File: config.mk
export PLATFORM = sky130hd
export DESIGN_NAME = rr_mux_8to1
export DESIGN_NICKNAME = d
export VERILOG_FILES = /design/src/rtl/mux_pkg.sv /design/src/rtl/rr_arbiter_8.sv /design/src/rtl/rr_mux_8to1.sv
export SDC_FILE = /design/constraint.sdc
export NUM_CORES = 1
export LEC_CHECK = 0
export CAP_MARGIN = 15
export CORE_ASPECT_RATIO = 1.2
export CORE_MARGIN = 8
export CORE_UTILIZATION = 35
export CTS_BUF_LIST = sky130_fd_sc_hd__clkbuf_8
export CTS_CLUSTER_SIZE = 16
export DETAILED_ROUTE_END_ITERATION = 16
export PLACE_DENSITY_LB_ADDON = 0.05
export SYNTH_ARGS = -nofsm -noshare
export SYNTH_HDL_FRONTEND = slang
export SYNTH_SLANG_ARGS = --single-unit
File: constraint.sdc
create_clock -name clk -period 11.9 [get_ports clk]
set_input_delay 2.38 -clock clk [delete_from_list [all_inputs] [get_ports clk]]
set_output_delay 2.38 -clock clk [all_outputs]
set_load 0.005 [all_outputs]
File: src/rtl/mux_pkg.sv
// mux_pkg: shared constants and FSM state type for the round-robin stream mux
package mux_pkg;
  localparam int N_CH = 8;
  localparam int SEL_W = $clog2(N_CH);
  typedef enum logic {IDLE, LOCKED} mux_state_t;
endpackage

File: src/rtl/rr_arbiter_8.sv
// rr_arbiter_8: combinational round-robin pick, searching upward from ptr+1
module rr_arbiter_8
  import mux_pkg::*;
(
  input  logic [N_CH-1:0]  req,
  input  logic [SEL_W-1:0] ptr,
  output logic [SEL_W-1:0] gnt_idx,
  output logic             gnt_vld
);
  logic [SEL_W-1:0] start;
  logic [N_CH-1:0]  rot;
  logic [SEL_W-1:0] off;
  always_comb begin
    start = ptr + SEL_W'(1);
    rot = N_CH'({req, req} >> start);
    off = '0;
    for (int i = N_CH - 1; i >= 0; i--)
      if (rot[i]) off = SEL_W'(i);
    gnt_idx = start + off;
    gnt_vld = |req;
  end
endmodule

File: src/rtl/rr_mux_8to1.sv
// rr_mux_8to1: 8-to-1 valid/ready merge with round-robin arbitration and packet lock
module rr_mux_8to1
  import mux_pkg::*;
#(
  parameter int WIDTH = 8
) (
  input  logic                  clk,
  input  logic                  rst,
  input  logic [N_CH-1:0]       in_valid,
  input  logic [N_CH*WIDTH-1:0] in_data,
  input  logic [N_CH-1:0]       in_last,
  output logic [N_CH-1:0]       in_ready,
  output logic                  out_valid,
  output logic [WIDTH-1:0]      out_data,
  output logic [SEL_W-1:0]      out_sel,
  output logic                  out_last,
  input  logic                  out_ready
);
  mux_state_t       state_q, state_d;
  logic [SEL_W-1:0] rr_ptr_q, rr_ptr_d, lock_ch_q, lock_ch_d, arb_idx, grant;
  logic             arb_vld, grant_vld, can_load, take;
  logic             out_valid_q, out_last_q;
  logic [WIDTH-1:0] out_data_q;
  logic [SEL_W-1:0] out_sel_q;
  rr_arbiter_8 u_arb (
    .req    (in_valid),
    .ptr    (rr_ptr_q),
    .gnt_idx(arb_idx),
    .gnt_vld(arb_vld)
  );
  // While locked, grant equals lock_ch which already equals rr_ptr, so one update rule covers both states
  always_comb begin
    grant = (state_q == LOCKED) ? lock_ch_q : arb_idx;
    grant_vld = (state_q == LOCKED) ? in_valid[lock_ch_q] : arb_vld;
    can_load = ~out_valid_q | out_ready;
    take = grant_vld & can_load;
    in_ready = take ? (N_CH'(1) << grant) : '0;
    rr_ptr_d = take ? grant : rr_ptr_q;
    lock_ch_d = take ? grant : lock_ch_q;
    state_d = take ? (in_last[grant] ? IDLE : LOCKED) : state_q;
  end
  always_ff @(posedge clk)
    if (rst) begin
      state_q <= IDLE;
      rr_ptr_q <= SEL_W'(N_CH - 1);
      lock_ch_q <= '0;
      out_valid_q <= 1'b0;
      out_data_q <= '0;
      out_sel_q <= '0;
      out_last_q <= 1'b0;
    end else begin
      state_q <= state_d;
      rr_ptr_q <= rr_ptr_d;
      lock_ch_q <= lock_ch_d;
      if (can_load) out_valid_q <= take;
      if (take) begin
        out_data_q <= in_data[grant*WIDTH +: WIDTH];
        out_sel_q <= grant;
        out_last_q <= in_last[grant];
      end
    end
  assign out_valid = out_valid_q;
  assign out_data = out_data_q;
  assign out_sel = out_sel_q;
  assign out_last = out_last_q;
endmodule

---- Word-level counts from Yosys, hierarchy flattened ----
Cells that the tools add are included.
word-level totals
  bits in registers ....................... 17
  latch bits .............................. 0
  bits in writable memories ............... 0
  ROM bits ................................ 0
  output and inout port bits .............. 21
  memories kept ........................... 0
operators by class
  add/sub/neg operators ................... 2
  multiply operators ...................... 0
  divide/modulo/power cells ............... 0
  magnitude comparators ................... 2
  equality and inequality tests ........... 0
  shift-type cells ........................ 3
  multiplexer cells ....................... 16
  bitwise operators ....................... 3
  reductions and logical operators ........ 1
operators with widths
  kind                                                        number
  variable part select 64 x 7 -> 8 bit                        1
  two-way mux 3 bit                                           9
  right shift 16 x 3 -> 8 bit                                 1
  less-than comparator 3 x 4 -> 1 bit, second input constant  2
  two-way mux 8 bit                                           1
  OR reduction 8 bit                                          1
  << shifter 1 x 3 -> 8 bit, first input constant             1
  binary-select mux 1 bit (select 3 bit)                      2
  two-way mux 1 bit                                           4
  adder 3 x 1 -> 3 bit, second input constant                 1
  adder 3 bit                                                 1
  bitwise AND 1 bit                                           1
  NOT 1 bit                                                   1
  OR 1 bit                                                    1

---- Depth between registers and ports, before layout ----
Gate-level depths: netlist of the first run.
  word-level depth ........................ 15
  mapped depth ............................ 21
  depth with buffers taken out ............ 17

---- Cells and area by module ----
Synthesis of the first run repeated with hierarchy kept, for this count alone.
unflattened totals
  cell total of the unflattened synthesis .. 192
  area, all modules ....................... 2001.9 sq um
modules (own cells, without submodules)
  module        instances  cells each  area each (sq um)  seq. area each (sq um)
  rr_mux_8to1   1          145         1546.5             340.3
  rr_arbiter_8  1          47          455.4              0.0

---- Worst setup path before layout of the first run ----
No wires, ideal clock.
  path type ............................... input to output
  start ................................... input port in_valid[3]
  end ..................................... output port in_ready[7]
  arrival ................................. 5490 ps
  slack ................................... 4030 ps
  stages on the path ...................... 15
  path buffers ............................ 3
  cells stage by stage .................... clkbuf_1 -> inv_1 -> o32a_1 -> o221ai_1 -> o311a_1 -> a41oi_1 -> or2_2 -> a21oi_1 -> ha_1 -> inv_1 -> fa_1 -> mux2_2 -> clkbuf_1 -> clkbuf_1 -> nor4b_1
on the way
  longest elaborated chain between the ends .. 13
  elaborated cells on any way between the ends .. 18
ends and longest elaborated chain
  what                            line                source
  from (decl)                     rr_mux_8to1.sv:9    input logic [N_CH-1:0] in_valid,
  right shift 16 x 3 -> 8 bit     rr_arbiter_8.sv:15  rot = N_CH'({req, req} >> start);
  two-way mux 3 bit (8 in a row)  rr_arbiter_8.sv:18  if (rot[i]) off = SEL_W'(i);
  adder 3 bit                     rr_arbiter_8.sv:19  gnt_idx = start + off;
  two-way mux 3 bit               rr_mux_8to1.sv:33   grant = (state_q == LOCKED) ? lock_ch_q : arb_idx;
  << shifter 1 x 3 -> 8 bit       rr_mux_8to1.sv:37   in_ready = take ? (N_CH'(1) << grant) : '0;
  two-way mux 8 bit *             rr_mux_8to1.sv:37
  to (decl)                       rr_mux_8to1.sv:12   output logic [N_CH-1:0] in_ready,
Mark *: on every way between the ends. The rest lies on a longest branch, timed or not. The select of a mux whose other input is x is not followed.

---- Final worst setup path of the first run ----
Same ends and word-level chain as after synthesis.

==> metrics.md, run 1 <==
| Metric | Value |
|---|---|
| Internal power | roughly 570 uW |
| Inserted Diodes | 0 |
| GRT busiest layer | met2 |
| Unrepaired setup endpoints after global routing | false |
| Crit path max fanout | 39 |
| Cell area after layout | about 0.0032 sq mm |
| Reg2Reg Depth | 16 |
| Compound-Gate Fraction of Synth Area | about a third |
| Share of cells above drive strength 1 | 6.82% |
| CTS tree | done |
| IO Port Bufs | just over 100 |
| Final Worst Setup Slack | 2.91 ns |
| Power Density | 389 mW/mm^2 |
| Worst slew pin tran | roughly 1.0 ns |
| Peak supply drop | between 0.15 and 0.2 mV |
| Setup TNS Final | 0 ns |
| Post-CTS Hold Fix Bufs | 0 |
| Pleak | between 0.001 and 0.0015 uW |
| Starting Density | about 36% |
| Placed insts | between 400 and 500 |
| # rows | 31 |
| Avg Vias per Cell | 5.39 |
| Clock Root Buffer | clkbuf_8 |
| ANT nets after route | 0 |
| Register area share after synthesis | between 10% and 20% |
| Util after Layout | between 50 and 60% |
| Clock Sinks | 17 |
| Distinct cells, synth | 54 |
| Met1 usage | 19.0% |
| Synth Area in Simple Gates | 30.9% |
| Final Max Tran Viols | 0 |
| Clock share of power | between 3 and 4% |
| Post-route DRC | 0 |
| Setup Buffers After CTS | 0 |
| Congestion Overflow GR | 0 |
| Critical path type | primary input to output port |
| Number of global-route vias before repair | 2529 |
| Mean post-synth cell area | 7.02 sq um |
| Syn Std Cell Area | 0.00215 sq mm |
| Post-synth EDFFs | 0 |
| Min-Delay Path Class | flop to flop |
| Initial antenna violation count | 0 |
| Die area | 0.00891 sq mm |
| Final Hold Vio Count | 0 |
| Yosys reg bits | 17 |
| WL final | roughly 7500 um |
| Fillers | roughly 600 |
| Largest net degree at the start of global routing | just over 40 |
| R2r startpoint | rr_ptr_q[0] |
| Req. time, crit path | 9.52 ns |
| Yosys warns | 0 |
| Placed cell area | roughly 0.0032 sq mm |
| Comb power frac | 88.1% |
| Outcome | finished clean |
| Global-route wire length before repair | 12400 um |
| Mapped Cells | 306 |
| PostCTS Resize Cnt | 0 |
| Final setup viols | 0 |
| Die width | a little under 90 um |
| Startpoint of the worst hold path | rr_ptr_q[1] |
| Xor/xnor share of the synthesized area | 0.816% |
| CP Launch Point | in_valid[3] |
| Routability cong. | 0.876 |
| Switching power | just under 700 uW |
| Period Utilization, post-route | 75.6% |
| First-pass detailed-route iteration total | 4 |
| Final HPWL DP | 5990 um |
| Synth Area in Adders | under 10% |
| Core area | 0.00597 sq mm |
| Post-route insts no fill | roughly 460 |
| Final worst clock skew | 0.00240 ns |
| Cells on Worst Hold Path | 1 |
| Cell taking the most area after synthesis | dfxtp_1 |
| Met3 usage | 5.11% |
| Worst-path clk slew | 0.06 ns |
| Net Sw Frac | 54.2% |
| Power share of the sequential group | 8.6% |
| Post-synthesis mux area share | 6.64% |
| Clock latency on the worst-skew pair | 0.25 ns |
| Vias | 2496 |
| CP Launch Type | primary input |
| Net count, final | 468 |
| Critical path arrival | 6.61 ns |
| Slew HR | 30.7% |
| Die height | 102 um |
| Syn-to-layout area delta | 49.1% |
| Num ports | about 100 |
| H-Tree Depth | 1 |
| Tmin final | 8.99 ns |
| CTS max path bufs | 2 |
| Achievable frequency | between 100 and 150 MHz |
| Yosys top cell area share | 15.9% |
| Met2 GRT Util | between 30% and 40% |
| Syn nets | 392 |
| Wire length per cell | 16.3 um |
| Worst setup EP type | output port |
| Total GRT Usage | 17.2% |
| Initial DRC Count | 70 |
| Post-synth ARST share | 0% |
| Top cells by area, synth | dfxtp_1 (16%), nand2_1 (12%), a311oi_2 (5.6%), a211oi_1 (4.5%), o211ai_1 (3.8%) |
| Max Cap Viol | 0 |
| Main combinational cell family by area after synthesis | compound AO/OA/AOI/OAI gates |
| CTS buffer count | 3 |
| Pre-CTS WS | 2.90 ns |
| Prevailing post-synth register cell | dfxtp_1 |
[power groups by stage]
| stage | logic [uW] | registers [uW] | clock network (uW) |
|---|---|---|---|
| finish | 1100 | 107 | 41.7 |
| detailed placement | 1120 | 108 | 0 |
| CTS | 1130 | 107 | 42.9 |
| global route | 1230 | 111 | 45.9 |
| floorplan | 829 | 96.4 | 0 |
| global placement | 1120 | 107 | 0 |
[critical path, cell delays in order]
cell and delay [ns]:
clkdlybuf4s50_1 0.65, inv_1 0.12, o32a_1 0.30, o221ai_1 0.17
o311a_1 0.22, a41oi_1 0.14, or2_2 0.30, a21oi_1 0.15
ha_1 0.16, inv_1 0.05, fa_1 0.49, mux2_2 0.53
nor4b_1 0.39, clkdlybuf4s50_1 0.56
[cell type report]
class                           count  area, sq um  area share, %
Multi-Input combinational cell    243         1620           50.7
Timing Repair Buffer              105         1050           32.7
Sequential cell                    17          340           10.6
Tap cell                           82          103           3.21
Inverter                           12         45.0           1.41
Clock buffer                        3         41.3           1.29
Clock inverter                      1         3.75          0.117
[Yosys cell counts, types with 8 or more instances]
master	n
nor2_1	18
a21oi_1	10
and2_1	9
o211ai_1	11
inv_1	12
nand3_1	12
clkbuf_1	17
a311o_1	8
a311oi_2	8
o21ai_0	9
nand2_1	71
buf_2	11
nor3_1	8
dfxtp_1	17
a211oi_1	13
[metrics by stage]
step,total power [uW],hold WS (ns)
global placement,1230,0.470
detailed placement,1230,0.480
floorplan,926,0.440
global route,1390,0.512
CTS,1280,0.496
finish,1240,0.504
[path summary, 6_finish.rpt]
| path | endpoint | slack [ns] |
|---|---|---|
| worst min register to register | rr_ptr_q[1] | 0.50 |
| worst max-delay path | in_ready[7] | 2.91 |
| worst min-delay path | rr_ptr_q[1] | 0.50 |
| worst max register to register | out_last | 6.60 |
[metal layers]
metal | wire length (um) | vias to the layer above
met5 | 0 | -
met4 | 123 | 0
met3 | 584 | 11
met2 | 3950 | 89
met1 | 2870 | 1122
li1 | - | 1274
[cells by family (layout without fill, tap and decap cells)]
family	after synthesis	in the layout
flip-flops	17	17
buffers and inverters	46	121
XOR/XNOR	2	2
AO/OA/AOI/OAI	87	87
AND/OR/NAND/NOR	141	141
adder cells (fa/ha/maj)	3	3
multiplexers	10	10
[state kept, by name, summed over array words and instances (netlist names)]
register   count
state_q        1
out_data       8
out_valid      1
out_last       1
rr_ptr_q       3
out_sel        3
[cell usage in the layout (no fill, tap or decap), types with 3 or more instances in the layout]
master,count
dfxtp_1,17
nor3_1,8
o21ai_0,9
nor2_1,18
nor4_1,5
a21oi_1,10
nor3b_1,5
nand2b_1,4
and2_1,9
a31oi_1,4
clkdlybuf4s50_1,103
mux2i_1,3
a311oi_2,8
nand2_1,71
clkbuf_8,3
nand3_1,12
o211ai_1,11
inv_1,13
a211oi_1,13
mux4_2,3
a311o_1,8
Note: power is estimated with default switching activity, not from simulation.
==> run 2: changes to the inputs <==
==> constraint.sdc (replaced) <==
create_clock -name clk -period 7.42 [get_ports clk]
set_input_delay 1.484 -clock clk [delete_from_list [all_inputs] [get_ports clk]]
set_output_delay 1.484 -clock clk [all_outputs]
set_load 0.005 [all_outputs]
==> metrics.md, run 2 (same netlist as run 1, synthesis figures left out) <==
| Metric | Value |
|---|---|
| CTS buffer count | 3 (unchanged) |
| Worst-path clk slew | 0.06 ns (about the same) |
| Period Utilization, post-route | a little over nine tenths |
| Internal power | 945 uW (+66%) |
| WL final | 7640 um (+1.4%) |
| Critical path arrival | 5.49 ns (-1.12 ns) |
| Global-route wire length before repair | 12400 um (+0.45%) |
| Pleak | 0.00123 uW (+3.6%) |
| Multi-input gate area | 0.00162 sq mm (unchanged) |
| Congestion Overflow GR | 0 (unchanged) |
| Critical path type | primary input to output port |
| RR Endpoint | out_last |
| Die area | 0.00891 sq mm (unchanged) |
| Sequential standard cell area | 340 sq um (unchanged) |
| Power Density | 624 mW/mm^2 (+61%) |
| Fillers | 615 (+0.33%) |
| Setup TNS Final | 0 ns (unchanged) |
| CTS max path bufs | 2 (unchanged) |
| Outcome | finished clean |
| Startpoint of the worst hold path | rr_ptr_q[1] |
| Crit path max fanout | 13 (-67%) |
| Total GRT Usage | 17.1% (-0.15 points) |
| Slew HR | 41.8% (+11 points) |
| H-Tree Depth | 1 (unchanged) |
| Commonest non-fill, non-tap cell in the layout | clkdlybuf4s50_1 |
| R2r startpoint | rr_ptr_q[1] |
| Routability cong. | 0.924 (+5.4%) |
| ANT nets after route | 0 (unchanged) |
| Clock latency on the worst-skew pair | 0.25 ns (about the same) |
| Share of cells above drive strength 1 | 8.97% (+2.2 points) |
| # rows | 31 (unchanged) |
| Num ports | 104 (unchanged) |
| Util after Layout | 54.7% (+1.1 points) |
| Number of global-route vias before repair | 2569 (+1.6%) |
| Req. time, crit path | 5.94 ns (-3.58 ns) |
| First-pass detailed-route iteration total | 4 (unchanged) |
| Post-route DRC | 0 (unchanged) |
| CTS tree | done |
| IO Port Bufs | 103 (unchanged) |
| Vias | 2530 (+1.4%) |
| Die height | 102 um (unchanged) |
| Final Max Tran Viols | 0 (unchanged) |
| Avg Vias per Cell | 5.36 (-0.57%) |
| Comb power frac | 88.8% (+0.7 points) |
| Final worst clock skew | 0.00216 ns (-0.000236 ns) |
| CP Launch Type | primary input |
| Switching power | 1100 uW (+62%) |
| Clock Root Buffer | clkbuf_8 |
| Post-CTS Hold Fix Bufs | 0 (unchanged) |
| Most frequent cells in the layout | clkdlybuf4s50_1 (103), nand2_1 (71), nor2_1 (18) |
| Peak supply drop | 0.333 mV (+73%) |
| Achievable frequency | between 100 and 150 MHz |
| Initial antenna violation count | 0 (unchanged) |
| Inserted Diodes | 0 (unchanged) |
| Final Hold Vio Count | 0 (unchanged) |
| PostCTS Resize Cnt | 0 (unchanged) |
| Max Cap Viol | 0 (unchanged) |
| Final setup viols | 0 (unchanged) |
| Clock share of power | 3.3% (about the same) |
| Net count, final | 477 (+1.9%) |
| Flip-flop count of the largest register after layout | 8 (unchanged) |
| Cells on Worst Hold Path | 1 (unchanged) |
| Final HPWL DP | 6130 um (+2.4%) |
| Worst setup EP type | output port |
| Unrepaired setup endpoints after global routing | false |
| Tmin final | 6.97 ns |
| Worst slew pin tran | 0.870 ns (-0.164 ns) |
| Power share of the sequential group | 7.9% (-0.7 points) |
| Starting Density | 35.9% (unchanged) |
| Largest net degree at the start of global routing | 40 (-2.4%) |
| Setup Buffers After CTS | 0 (unchanged) |
| Min-Delay Path Class | flop to flop |
| Core area | 0.00597 sq mm (unchanged) |
| Wire length per cell | 16.2 um (-0.49%) |
| Net Sw Frac | 53.7% (-0.48 points) |
| Clock Sinks | 17 (unchanged) |
| Syn-to-layout area delta | 52.2% |
| Die width | 87.5 um (unchanged) |
| Worst Hold End | rr_ptr_q[1] |
| Reg2Reg Depth | 16 (unchanged) |
| Initial DRC Count | 95 (+36%) |
| R2R Setup Slk | 2.27 ns (-4.33 ns) |
==> run 2: cell count changes in the layout (fill, tap and decap cells not counted) <==
cell	change
buf_4	+9
==> run 2: worst max-delay path by stage <==
| stage | start | endpoint | slack [ns] | cells past startpoint |
|---|---|---|---|---|
| floorplan | in_valid[3] | in_ready[7] | 1.34 | 15 |
| global placement | in_valid[0] | in_ready[7] | 0.54 | 14 |
| detailed placement | in_valid[0] | in_ready[7] | 0.48 | 14 |
| CTS | in_valid[0] | in_ready[7] | 0.47 | 14 |
| global route | in_valid[0] | in_ready[3] | 0.26 | 14 |
| finish | in_valid[0] | in_ready[7] | 0.45 | 14 |
==> run 2: layer usage <==
layer | wire [um] | vias to the layer above | GRT usage [%]
li1 | - | 1282 | -
met1 | 2920 | 1117 | 18.1
met2 | 3820 | 112 | 30.3
met3 | 650 | 19 | 5.36
met4 | 251 | 0 | 7.03
met5 | 0 | - | 0
==> run 2: critical path, stage by stage <==
cell and delay [ns]:
clkdlybuf4s50_1 0.48, buf_4 0.20, o32a_1 0.32, o221ai_1 0.17, o311a_1 0.21, a41oi_1 0.14
or2_2 0.29, a21oi_1 0.15, ha_1 0.15, inv_1 0.05, fa_1 0.51, mux2_2 0.41
nor4b_1 0.35, clkdlybuf4s50_1 0.56
==> run 2: layout make-up <==
type                       instances  share of cell area [%]
tap                               82                    3.14
sequential                        17                    10.4
multi-input combinational        243                    49.6
clock inverter                     1                   0.115
clock buffer                       3                    1.26
timing repair buffer             114                    34.1
inverter                          12                    1.38
==> run 2: through the flow <==
stage	total power [uW]	instance area (sq um)	hold slack [ns]	std cells	worst slack [ns]
2_1_floorplan	1480	2150	0.440	306	1.34
3_3_place_gp	2000	3220	0.469	468	0.542
3_5_place_dp	2010	3220	0.475	468	0.485
4_1_cts	2080	3270	0.494	472	0.470
5_1_grt	2260	3270	0.512	472	0.263
6_report	2040	3270	0.490	472	0.447
==> run 2: power groups by stage <==
stage	Sequential (uW)	Clock [uW]	Combinational (uW)
after floorplan	155	0	1330
after global placement	162	0	1830
after detailed placement	163	0	1850
after CTS	162	69.0	1850
after global routing	166	76.0	2010
final	161	67.5	1810
